File: config.mk
export PLATFORM = sky130hd
export DESIGN_NAME = alu_seq_ctrl_flat
export DESIGN_NICKNAME = d
export VERILOG_FILES = /design/src/rtl/alu_seq_ctrl_if.sv /design/src/rtl/alu_seq_ctrl.sv /design/src/flat_wrapper.sv
export SDC_FILE = /design/constraint.sdc
export NUM_CORES = 1
export LEC_CHECK = 0
export CAP_MARGIN = 5
export CORE_UTILIZATION = 44
export DETAILED_ROUTE_END_ITERATION = 6
export GPL_TIMING_DRIVEN = 0
export PLACE_DENSITY = 0.86
export REMOVE_ABC_BUFFERS = 1
export SLEW_MARGIN = 20
export SYNTH_ARGS = -nofsm -noshare
export SYNTH_HDL_FRONTEND = slang
export SYNTH_SLANG_ARGS = --single-unit
File: constraint.sdc
create_clock -name Clk -period 2.8 [get_ports Clk]
set_input_delay 0.56 -clock Clk [delete_from_list [all_inputs] [get_ports Clk]]
set_output_delay 0.56 -clock Clk [all_outputs]
set_load 0.01 [all_outputs]
File: src/rtl/alu_seq_ctrl_if.sv
// ---------------------------------------------------------------------------
// alu_seq_ctrl_if
// Groups every bus of the ALU sequencer into one bundle:
//   request channel : InValid/InReady handshake carrying InOp, InA, InB, InShamt
//   ALU drive bus   : AluA, AluB, AluOp out to the ALU; AluOut, AluZero back
//   result channel  : OutValid/OutReady handshake carrying OutRes, OutZero
// Modports:
//   slave  - the sequencer (alu_seq_ctrl)
//   master - the environment around it (requester, ALU and result consumer)
// ---------------------------------------------------------------------------
interface alu_seq_ctrl_if #(
  parameter int DATA_W  = 32,
  parameter int SHAMT_W = 5
);
  logic               InValid;
  logic               InReady;
  logic [3:0]         InOp;
  logic [DATA_W-1:0]  InA;
  logic [DATA_W-1:0]  InB;
  logic [SHAMT_W-1:0] InShamt;
  logic [DATA_W-1:0]  AluA;
  logic [DATA_W-1:0]  AluB;
  logic [3:0]         AluOp;
  logic [DATA_W-1:0]  AluOut;
  logic               AluZero;
  logic               OutValid;
  logic               OutReady;
  logic [DATA_W-1:0]  OutRes;
  logic               OutZero;

  modport slave (
    input  InValid, InOp, InA, InB, InShamt, AluOut, AluZero, OutReady,
    output InReady, AluA, AluB, AluOp, OutValid, OutRes, OutZero
  );

  modport master (
    output InValid, InOp, InA, InB, InShamt, AluOut, AluZero, OutReady,
    input  InReady, AluA, AluB, AluOp, OutValid, OutRes, OutZero
  );
endinterface

File: src/rtl/alu_seq_ctrl.sv
// ---------------------------------------------------------------------------
// alu_seq_ctrl
// Multi-cycle sequencer in front of a single-cycle 32-bit ALU. Accepts one
// operation per request handshake, drives the ALU, and returns the result and
// its zero flag on the result handshake. Multi-bit shifts/rotates are built by
// iterating the ALU's 1-bit shift/rotate ops; rotr is issued as rotl by
// (width - amount).
// Ports:
//   Clk   - clock, rising edge
//   Reset - synchronous, active-high
//   bus   - alu_seq_ctrl_if.slave (request, ALU drive, result channels)
// All outputs are registered.
// ---------------------------------------------------------------------------
module alu_seq_ctrl #(
  parameter int DATA_W  = 32,
  parameter int SHAMT_W = 5
) (
  input  logic           Clk,
  input  logic           Reset,
  alu_seq_ctrl_if.slave  bus
);

  localparam logic [3:0] OP_SRA  = 4'b1000;
  localparam logic [3:0] OP_SLL  = 4'b1001;
  localparam logic [3:0] OP_SRL  = 4'b1010;
  localparam logic [3:0] OP_ROTL = 4'b1100;
  localparam logic [3:0] OP_ROTR = 4'b1101;

  typedef enum logic [1:0] {
    IDLE  = 2'd0,
    EXEC  = 2'd1,
    SHIFT = 2'd2,
    DONE  = 2'd3
  } state_t;

  state_t             state_q;
  logic               in_ready_q;
  logic               out_valid_q;
  logic [DATA_W-1:0]  out_res_q;
  logic               out_zero_q;
  logic [DATA_W-1:0]  alu_a_q;   // doubles as the shift accumulator
  logic [DATA_W-1:0]  alu_b_q;
  logic [3:0]         alu_op_q;
  logic [SHAMT_W-1:0] count_q;

  // Decode of the incoming request: shift class, op to issue, iteration count
  logic               is_shift_d;
  logic [3:0]         shift_op_d;
  logic [SHAMT_W-1:0] count_d;

  // Request decode; rotr becomes rotl by (2**SHAMT_W - amount) mod 2**SHAMT_W
  always_comb begin
    is_shift_d = 1'b0;
    shift_op_d = bus.InOp;
    count_d    = bus.InShamt;
    case (bus.InOp)
      OP_SRA, OP_SLL, OP_SRL, OP_ROTL: begin
        is_shift_d = 1'b1;
      end
      OP_ROTR: begin
        is_shift_d = 1'b1;
        shift_op_d = OP_ROTL;
        count_d    = {SHAMT_W{1'b0}} - bus.InShamt;
      end
      default: begin
        is_shift_d = 1'b0;
      end
    endcase
  end

  // Sequencer FSM with registered handshake, ALU drive and result outputs
  always_ff @(posedge Clk) begin
    if (Reset) begin
      state_q     <= IDLE;
      in_ready_q  <= 1'b1;
      out_valid_q <= 1'b0;
      out_res_q   <= {DATA_W{1'b0}};
      out_zero_q  <= 1'b0;
      alu_a_q     <= {DATA_W{1'b0}};
      alu_b_q     <= {DATA_W{1'b0}};
      alu_op_q    <= 4'b0000;
      count_q     <= {SHAMT_W{1'b0}};
    end else begin
      case (state_q)
        IDLE: begin
          if (bus.InValid) begin
            in_ready_q <= 1'b0;
            if (!is_shift_d) begin
              // Undefined codes go to the ALU untouched as well
              alu_a_q  <= bus.InA;
              alu_b_q  <= bus.InB;
              alu_op_q <= bus.InOp;
              state_q  <= EXEC;
            end else if (count_d == {SHAMT_W{1'b0}}) begin
              // Zero-length shift: result is A itself, no ALU pass needed
              out_res_q   <= bus.InA;
              out_zero_q  <= (bus.InA == {DATA_W{1'b0}});
              out_valid_q <= 1'b1;
              state_q     <= DONE;
            end else begin
              alu_a_q  <= bus.InA;
              alu_b_q  <= {DATA_W{1'b0}};
              alu_op_q <= shift_op_d;
              count_q  <= count_d;
              state_q  <= SHIFT;
            end
          end else begin
            state_q <= IDLE;
          end
        end
        EXEC: begin
          out_res_q   <= bus.AluOut;
          out_zero_q  <= bus.AluZero;
          out_valid_q <= 1'b1;
          alu_a_q     <= {DATA_W{1'b0}};
          alu_b_q     <= {DATA_W{1'b0}};
          alu_op_q    <= 4'b0000;
          state_q     <= DONE;
        end
        SHIFT: begin
          if (count_q == {{(SHAMT_W-1){1'b0}}, 1'b1}) begin
            // Last iteration: take the ALU output straight into the result
            out_res_q   <= bus.AluOut;
            out_zero_q  <= bus.AluZero;
            out_valid_q <= 1'b1;
            alu_a_q     <= {DATA_W{1'b0}};
            alu_op_q    <= 4'b0000;
            count_q     <= {SHAMT_W{1'b0}};
            state_q     <= DONE;
          end else begin
            alu_a_q <= bus.AluOut;
            count_q <= count_q - {{(SHAMT_W-1){1'b0}}, 1'b1};
            state_q <= SHIFT;
          end
        end
        DONE: begin
          if (bus.OutReady) begin
            out_valid_q <= 1'b0;
            in_ready_q  <= 1'b1;
            state_q     <= IDLE;
          end else begin
            state_q <= DONE;
          end
        end
        default: begin
          state_q     <= IDLE;
          in_ready_q  <= 1'b1;
          out_valid_q <= 1'b0;
        end
      endcase
    end
  end

  assign bus.InReady  = in_ready_q;
  assign bus.OutValid = out_valid_q;
  assign bus.OutRes   = out_res_q;
  assign bus.OutZero  = out_zero_q;
  assign bus.AluA     = alu_a_q;
  assign bus.AluB     = alu_b_q;
  assign bus.AluOp    = alu_op_q;

endmodule

File: src/flat_wrapper.sv
// flat-port wrapper written by rule: the top's interface ports become plain ports
module alu_seq_ctrl_flat 
#(
  parameter int DATA_W  = 32,
  parameter int SHAMT_W = 5
)
  (Clk, Reset, bus_InValid, bus_InOp, bus_InA, bus_InB, bus_InShamt, bus_AluOut, bus_AluZero, bus_OutReady, bus_InReady, bus_AluA, bus_AluB, bus_AluOp, bus_OutValid, bus_OutRes, bus_OutZero);
  alu_seq_ctrl_if #(.DATA_W(DATA_W), .SHAMT_W(SHAMT_W)) bus_i ();
  input  logic Clk;
  input  logic Reset;
  input wire logic [$bits(bus_i.InValid)-1:0] bus_InValid;
  input wire logic [$bits(bus_i.InOp)-1:0] bus_InOp;
  input wire logic [$bits(bus_i.InA)-1:0] bus_InA;
  input wire logic [$bits(bus_i.InB)-1:0] bus_InB;
  input wire logic [$bits(bus_i.InShamt)-1:0] bus_InShamt;
  input wire logic [$bits(bus_i.AluOut)-1:0] bus_AluOut;
  input wire logic [$bits(bus_i.AluZero)-1:0] bus_AluZero;
  input wire logic [$bits(bus_i.OutReady)-1:0] bus_OutReady;
  output wire logic [$bits(bus_i.InReady)-1:0] bus_InReady;
  output wire logic [$bits(bus_i.AluA)-1:0] bus_AluA;
  output wire logic [$bits(bus_i.AluB)-1:0] bus_AluB;
  output wire logic [$bits(bus_i.AluOp)-1:0] bus_AluOp;
  output wire logic [$bits(bus_i.OutValid)-1:0] bus_OutValid;
  output wire logic [$bits(bus_i.OutRes)-1:0] bus_OutRes;
  output wire logic [$bits(bus_i.OutZero)-1:0] bus_OutZero;
  assign bus_i.InValid = bus_InValid;
  assign bus_i.InOp = bus_InOp;
  assign bus_i.InA = bus_InA;
  assign bus_i.InB = bus_InB;
  assign bus_i.InShamt = bus_InShamt;
  assign bus_i.AluOut = bus_AluOut;
  assign bus_i.AluZero = bus_AluZero;
  assign bus_i.OutReady = bus_OutReady;
  assign bus_InReady = bus_i.InReady;
  assign bus_AluA = bus_i.AluA;
  assign bus_AluB = bus_i.AluB;
  assign bus_AluOp = bus_i.AluOp;
  assign bus_OutValid = bus_i.OutValid;
  assign bus_OutRes = bus_i.OutRes;
  assign bus_OutZero = bus_i.OutZero;
  alu_seq_ctrl #(.DATA_W(DATA_W), .SHAMT_W(SHAMT_W)) u_core (.Clk(Clk), .Reset(Reset), .bus(bus_i));
endmodule
==> results of run 1 <==
-- Yosys cell counts, types with 2 or more instances --
cell and number:
nor2b_1 15, a211oi_1 49, or4_1 2, nor3_1 20, buf_6 7, buf_2 4, clkbuf_1 36, a21o_1 3
ha_1 7, nand2b_1 5, nand2_1 83, nor4_1 8, nand3_1 28, a221oi_1 2, nor2_1 24, and2_1 4
or3_1 3, and4b_1 3, inv_1 10, o22ai_1 3, dfxtp_1 110, nand4_1 3, a21oi_1 92, buf_4 4
o211ai_1 3, o21ai_0 25, buf_1 2, mux2i_1 54, xnor2_1 3
-- per-layer routing --
layer / track usage / vias up
li1: - / 2681
met1: 0.324 / 2722
met2: 0.520 / 343
met3: 0.0866 / 52
met4: 0.131 / 0
met5: 0 / -
-- cell type report --
class                      count  area [µm²]
sequential                   110        2200
tap                          143         179
clock inverter                 6        93.8
inverter                      11        42.5
timing repair buffer         236        2420
clock buffer                  10         229
multi-input combinational    464        2970
fill                         883        3430
-- path summary, 6_finish.rpt --
path	from	end	slack, ns	cells past startpoint
min	u_core.bus.AluB[14]$_SDFFE_PP0P_	u_core.bus.AluB[14]$_SDFFE_PP0P_	0.46	2
min reg2reg	u_core.bus.AluB[14]$_SDFFE_PP0P_	u_core.bus.AluB[14]$_SDFFE_PP0P_	0.46	2
max	bus_InShamt[1]	u_core.bus.AluA[13]$_SDFFE_PP0P_	-0.002	11
max reg2reg	u_core.state_q[0]$_SDFF_PP0_	u_core.bus.OutRes[10]$_SDFFE_PP0P_	0.21	9
-- cell usage in the layout, fill, tap and decap left out, types with 8 or more instances in the layout --
cell,n
buf_4,17
clkdlybuf4s50_1,210
clkbuf_16,9
nor4_1,8
a211oi_1,45
nor2_1,23
inv_1,10
a21oi_1,90
nand2_1,81
dfxtp_1,110
nor2b_1,15
nor3_1,17
nand3_1,28
mux2i_1,54
o21ai_0,23
-- critical path, cell delays in order --
cell and delay (ns):
clkdlybuf4s50_1 0.53, inv_1 0.09, ha_1 0.23, xnor2_1 0.14, or3_4 0.38, a211oi_4 0.23
buf_4 0.17, nor3_4 0.04, buf_4 0.19, o21ai_0 0.32, a21oi_1 0.12
-- kinds of logic after synthesis --
kind of cell,synth area share
AO/OA/AOI/OAI,0.214
XOR/XNOR,0.00660
adder cells (fa/ha/maj),0.0165
buffers and inverters,0.0589
flip-flops,0.415
multiplexers,0.102
AND/OR/NAND/NOR,0.187
-- sequential cells by signal, indices dropped and copies added (netlist names) --
| name | count |
|---|---|
| u_core.bus.AluA | 32 |
| u_core.bus.AluB | 32 |
| u_core.bus.AluOp | 4 |
| u_core.bus.InReady | 1 |
| u_core.bus.OutRes | 32 |
| u_core.bus.OutValid | 1 |
| u_core.bus.OutZero | 1 |
| u_core.count_q | 5 |
| u_core.state_q | 2 |
-- power by group --
part	switching [mW]	leakage, nW	internal, mW
clock network	0.600	0.153	0.792
logic	2.00	1.95	1.82
registers	0.246	0.903	1.99
total	2.85	3.01	4.60
-- timing repair --
action                     4_1_cts  5_1_grt
gates cloned                     4        1
buffers inserted                 9        8
gates resized for setup          8       18
pin swaps                        3        5
setup endpoints to repair       87      100
hold endpoints to repair         0        0
==> impl_metrics.json, run 1 <==
{
  "status": "finished with violations",
  "die_h_um": 112,
  "cts_htree_levels": 3,
  "start_util": 0.459,
  "drive_above_1_share": 0.0872,
  "grt.total_usage": 0.294,
  "drc": 17,
  "antenna_found_initial": 0,
  "grt.overflow.total": 0,
  "cts_root_buffer": "clkbuf_16",
  "area_growth_pct": 53.2,
  "violations": "design-rule violations, negative setup slack",
  "synth_top_area_cell": "dfxtp_1",
  "critPathKind": "primary input to flop",
  "critPathMaxFanout": 13,
  "async_flop_share": 0,
  "slew_violations": 0,
  "clock_skew_ns": 0.0106,
  "layout.nets": 949,
  "hold_buffers": 0,
  "grt_pass1_vias": 5670,
  "setup_viol": 1,
  "cp-end-kind": "flop",
  "drt_iter0_drc": 453,
  "finalCritPeriodShare": 1.00,
  "seq_area_frac_synth": 0.415,
  "pre_cts_slack_ns": -1.49,
  "postLayoutCellArea_um2": 8130,
  "dieArea_um2": 12500,
  "p_leak_nw": 3.01,
  "vias": 5798,
  "numCtsBuffers": 9,
  "crit_arrival_ns": 3.01,
  "yosysUniqueCellTypes": 50,
  "fin_crit_ns": 2.80,
  "yosys_warnings": 0,
  "cts_tree": "built",
  "dpl_cell_area_um2": 7510,
  "power_density_nw_per_um2": 916,
  "wl_met3_um": 1930,
  "fmax_mhz": 357,
  "tns_ns": -0.00198,
  "synth_area_um2": 5310,
  "core-area_um2": 11600,
  "worstSkewPairLatency_ns": 0.35,
  "first_pass_iters": 7,
  "hp-class": "flop to flop",
  "place_hpwl_um": 12300,
  "peakVddDrop_mv": 0.478,
  "hold_viol_final": 0,
  "relSlewSlack": 0.267,
  "vias_per_cell": 5.92,
  "ys_ff_latch": 110,
  "grt_max_degree": 77,
  "crit_required_ns": 3.00,
  "grt_pass1_wl_um": 29200,
  "utilization": 0.703,
  "routedWlPerCell_um": 19.4,
  "avgSynthCellArea_um2": 8.38,
  "cts_buffer_depth": 2,
  "numPortBuffers": 212,
  "m1WireLength_um": 7260,
  "syn_inst": 633,
  "gp_congestion": 0.891,
  "rows": 39,
  "wl_um": 19000,
  "total_power_mw": 7.45,
  "cap_violations": 0,
  "netlist.area_leader.share": 0.415,
  "met2_length_um": 9300,
  "drt.antenna.violating_nets": 0,
  "numClockSinks": 110,
  "layoutNonFillerInstCount": 980,
  "ios": 213,
  "fin_ws_ns": -0.00198,
  "synth_area_leaders": "dfxtp_1 41%, mux2i_1 10%, a21oi_1 8.7%",
  "maxUsedRoutingLayer": "met4",
  "placedCellCount": 942,
  "rsz0062_at_grt": "yes",
  "insertedDiodeCount": 0,
  "ys.flop_type": "dfxtp_1",
  "path_clk_slew_ns": 0.07,
  "whs_ns": 0.461,
  "tightest_slew_ns": 1.10,
  "critPathLaunchType": "primary input",
  "synth_edf_count": 0,
  "die_width_um": 112
}
Note: power is estimated with default switching activity, not from simulation.
==> run 2: changes to the inputs <==
Settings changed: TNS_END_PERCENT from default to 5.
==> run 2 against run 1 <==
The run ends with design-rule violations left. Via count fell by 0.52%. Die area did not move. Non-clock buffer count fell by 3. Global-route usage fell by 0.42 points. Cell area fell by 0.78%. Largest power group unchanged.
==> impl_metrics.json, run 2 (same netlist as run 1, synthesis figures left out) <==
{
  "r2r_cells": 8,
  "tightest_slew_ns": 1.16,
  "numPortBuffers": 212,
  "grt.overflow.total": 0,
  "clock_skew_ns": 0.0107,
  "crit_required_ns": 3.00,
  "reg2reg_to": "u_core.bus.OutRes[13]$_SDFFE_PP0P_",
  "die_h_um": 112,
  "critPathMaxFanout": 18,
  "drt.antenna.violating_nets": 0,
  "grt_pass1_wl_um": 28700,
  "cts_tree": "built",
  "violations": "design-rule violations",
  "finalCritPeriodShare": 0.989,
  "ff_latch_area_um2": 2200,
  "status": "finished with violations",
  "fin_crit_ns": 2.77,
  "gp_congestion": 0.891,
  "numCtsBuffers": 9,
  "total_power_mw": 7.35,
  "vias": 5768,
  "dieArea_um2": 12500,
  "die_width_um": 112,
  "cp-end-kind": "flop",
  "pre_cts_slack_ns": -1.49,
  "first_pass_iters": 7,
  "numClockSinks": 110,
  "cap_violations": 0,
  "fin_ws_ns": 0.0309,
  "layoutNonFillerInstCount": 977,
  "relSlewSlack": 0.229,
  "r2r-start": "u_core.state_q[0]$_SDFF_PP0_",
  "hold_buffers": 0,
  "antenna_found_initial": 0,
  "placedCellCount": 942,
  "hold_viol_final": 0,
  "drc": 17,
  "area_growth_pct": 52.0,
  "critPathKind": "primary input to flop",
  "routedWlPerCell_um": 19.3,
  "drive_above_1_share": 0.0815,
  "slew_violations": 0,
  "whs_ns": 0.461,
  "cts_root_buffer": "clkbuf_16",
  "layout.nets": 946,
  "hold_start": "u_core.bus.AluOp[0]$_SDFFE_PP0P_",
  "holdPathStages": 2,
  "crit_arrival_ns": 2.97,
  "core-area_um2": 11600,
  "power_density_nw_per_um2": 912,
  "p_leak_nw": 2.99,
  "final_cell_mix": "209 x clkdlybuf4s50_1, 110 x dfxtp_1, 90 x a21oi_1, 81 x nand2_1, 54 x mux2i_1",
  "grt_pass1_vias": 5600,
  "worstSkewPairLatency_ns": 0.35,
  "grt.total_usage": 0.290,
  "fillCellCount": 891,
  "multi_input_comb_area_um2": 2960,
  "peakVddDrop_mv": 0.476,
  "grt_max_degree": 77,
  "place_hpwl_um": 12300,
  "drt_iter0_drc": 376,
  "cts_htree_levels": 3,
  "rows": 39,
  "tns_ns": 0,
  "ios": 213,
  "r2r_setup_slack_ns": 0.20,
  "final_common_cell": "clkdlybuf4s50_1",
  "path_clk_slew_ns": 0.07,
  "start_util": 0.459,
  "vias_per_cell": 5.90,
  "fmax_mhz": 361,
  "holdPathEnd": "u_core.bus.AluOp[0]$_SDFFE_PP0P_",
  "hp-class": "flop to flop",
  "wl_um": 18800,
  "critPathLaunchType": "primary input",
  "insertedDiodeCount": 0,
  "cts_buffer_depth": 2,
  "setup_viol": 0
}
## run 2: final cells by class
type / count / share of cell area
repair buffers: 233 / 0.293
well taps: 143 / 0.0222
clock inverters: 6 / 0.0116
multi-input cells: 464 / 0.367
clock buffers: 10 / 0.0284
inverters: 11 / 0.00527
flip-flops and latches: 110 / 0.273
## run 2: worst max-delay path by stage
stage	endpoint	startpoint	cells past startpoint	slack, ns
2_1_floorplan	u_core.bus.OutRes[1]$_SDFFE_PP0P_	u_core.state_q[0]$_SDFF_PP0_	8	-0.61
3_5_place_dp	u_core.bus.AluA[31]$_SDFFE_PP0P_	bus_InShamt[0]	9	-1.49
3_3_place_gp	u_core.bus.AluB[25]$_SDFFE_PP0P_	Reset	4	-3.27
4_1_cts	u_core.bus.AluA[31]$_SDFFE_PP0P_	bus_InShamt[0]	9	-0.18
6_report	u_core.bus.AluA[12]$_SDFFE_PP0P_	bus_InShamt[2]	9	0.03
5_1_grt	u_core.bus.AluA[12]$_SDFFE_PP0P_	bus_InShamt[2]	9	-0.04
## run 2: layer usage
layer | share of wire | global-route usage | up-vias
met2 | 0.49 | 0.510 | 322
met4 | 0.022 | 0.128 | 0
met1 | 0.39 | 0.318 | 2718
met3 | 0.099 | 0.0915 | 43
li1 | - | - | 2685
met5 | 0 | 0 | -
## run 2: report_power, final
part	internal, mW	switching (mW)
registers	1.99	0.245
clock network	0.792	0.598
logic	1.75	1.98
## run 2: critical path, stage by stage
cell             delay, ns
clkdlybuf4s50_1       0.52
or4_4                 0.57
or3_4                 0.44
nand2_2               0.19
nor3_4                0.06
buf_4                 0.16
buf_16                0.15
o21ai_0               0.18
a21oi_1               0.12
## run 2: metrics by stage
step / util / area, µm²
finish: 0.698 / 8070
global route: 0.698 / 8070
CTS: 0.683 / 7900
detailed placement: 0.649 / 7510
global placement: 0.634 / 7340
floorplan: - / 5040
## run 2: repair_timing
item	4_1_cts	5_1_grt
buffers inserted	3	11
hold endpoints to repair	0	0
gates resized for setup	8	16
cloned	3	2
pin swaps	4	6
endpoints found under the setup margin	87	85
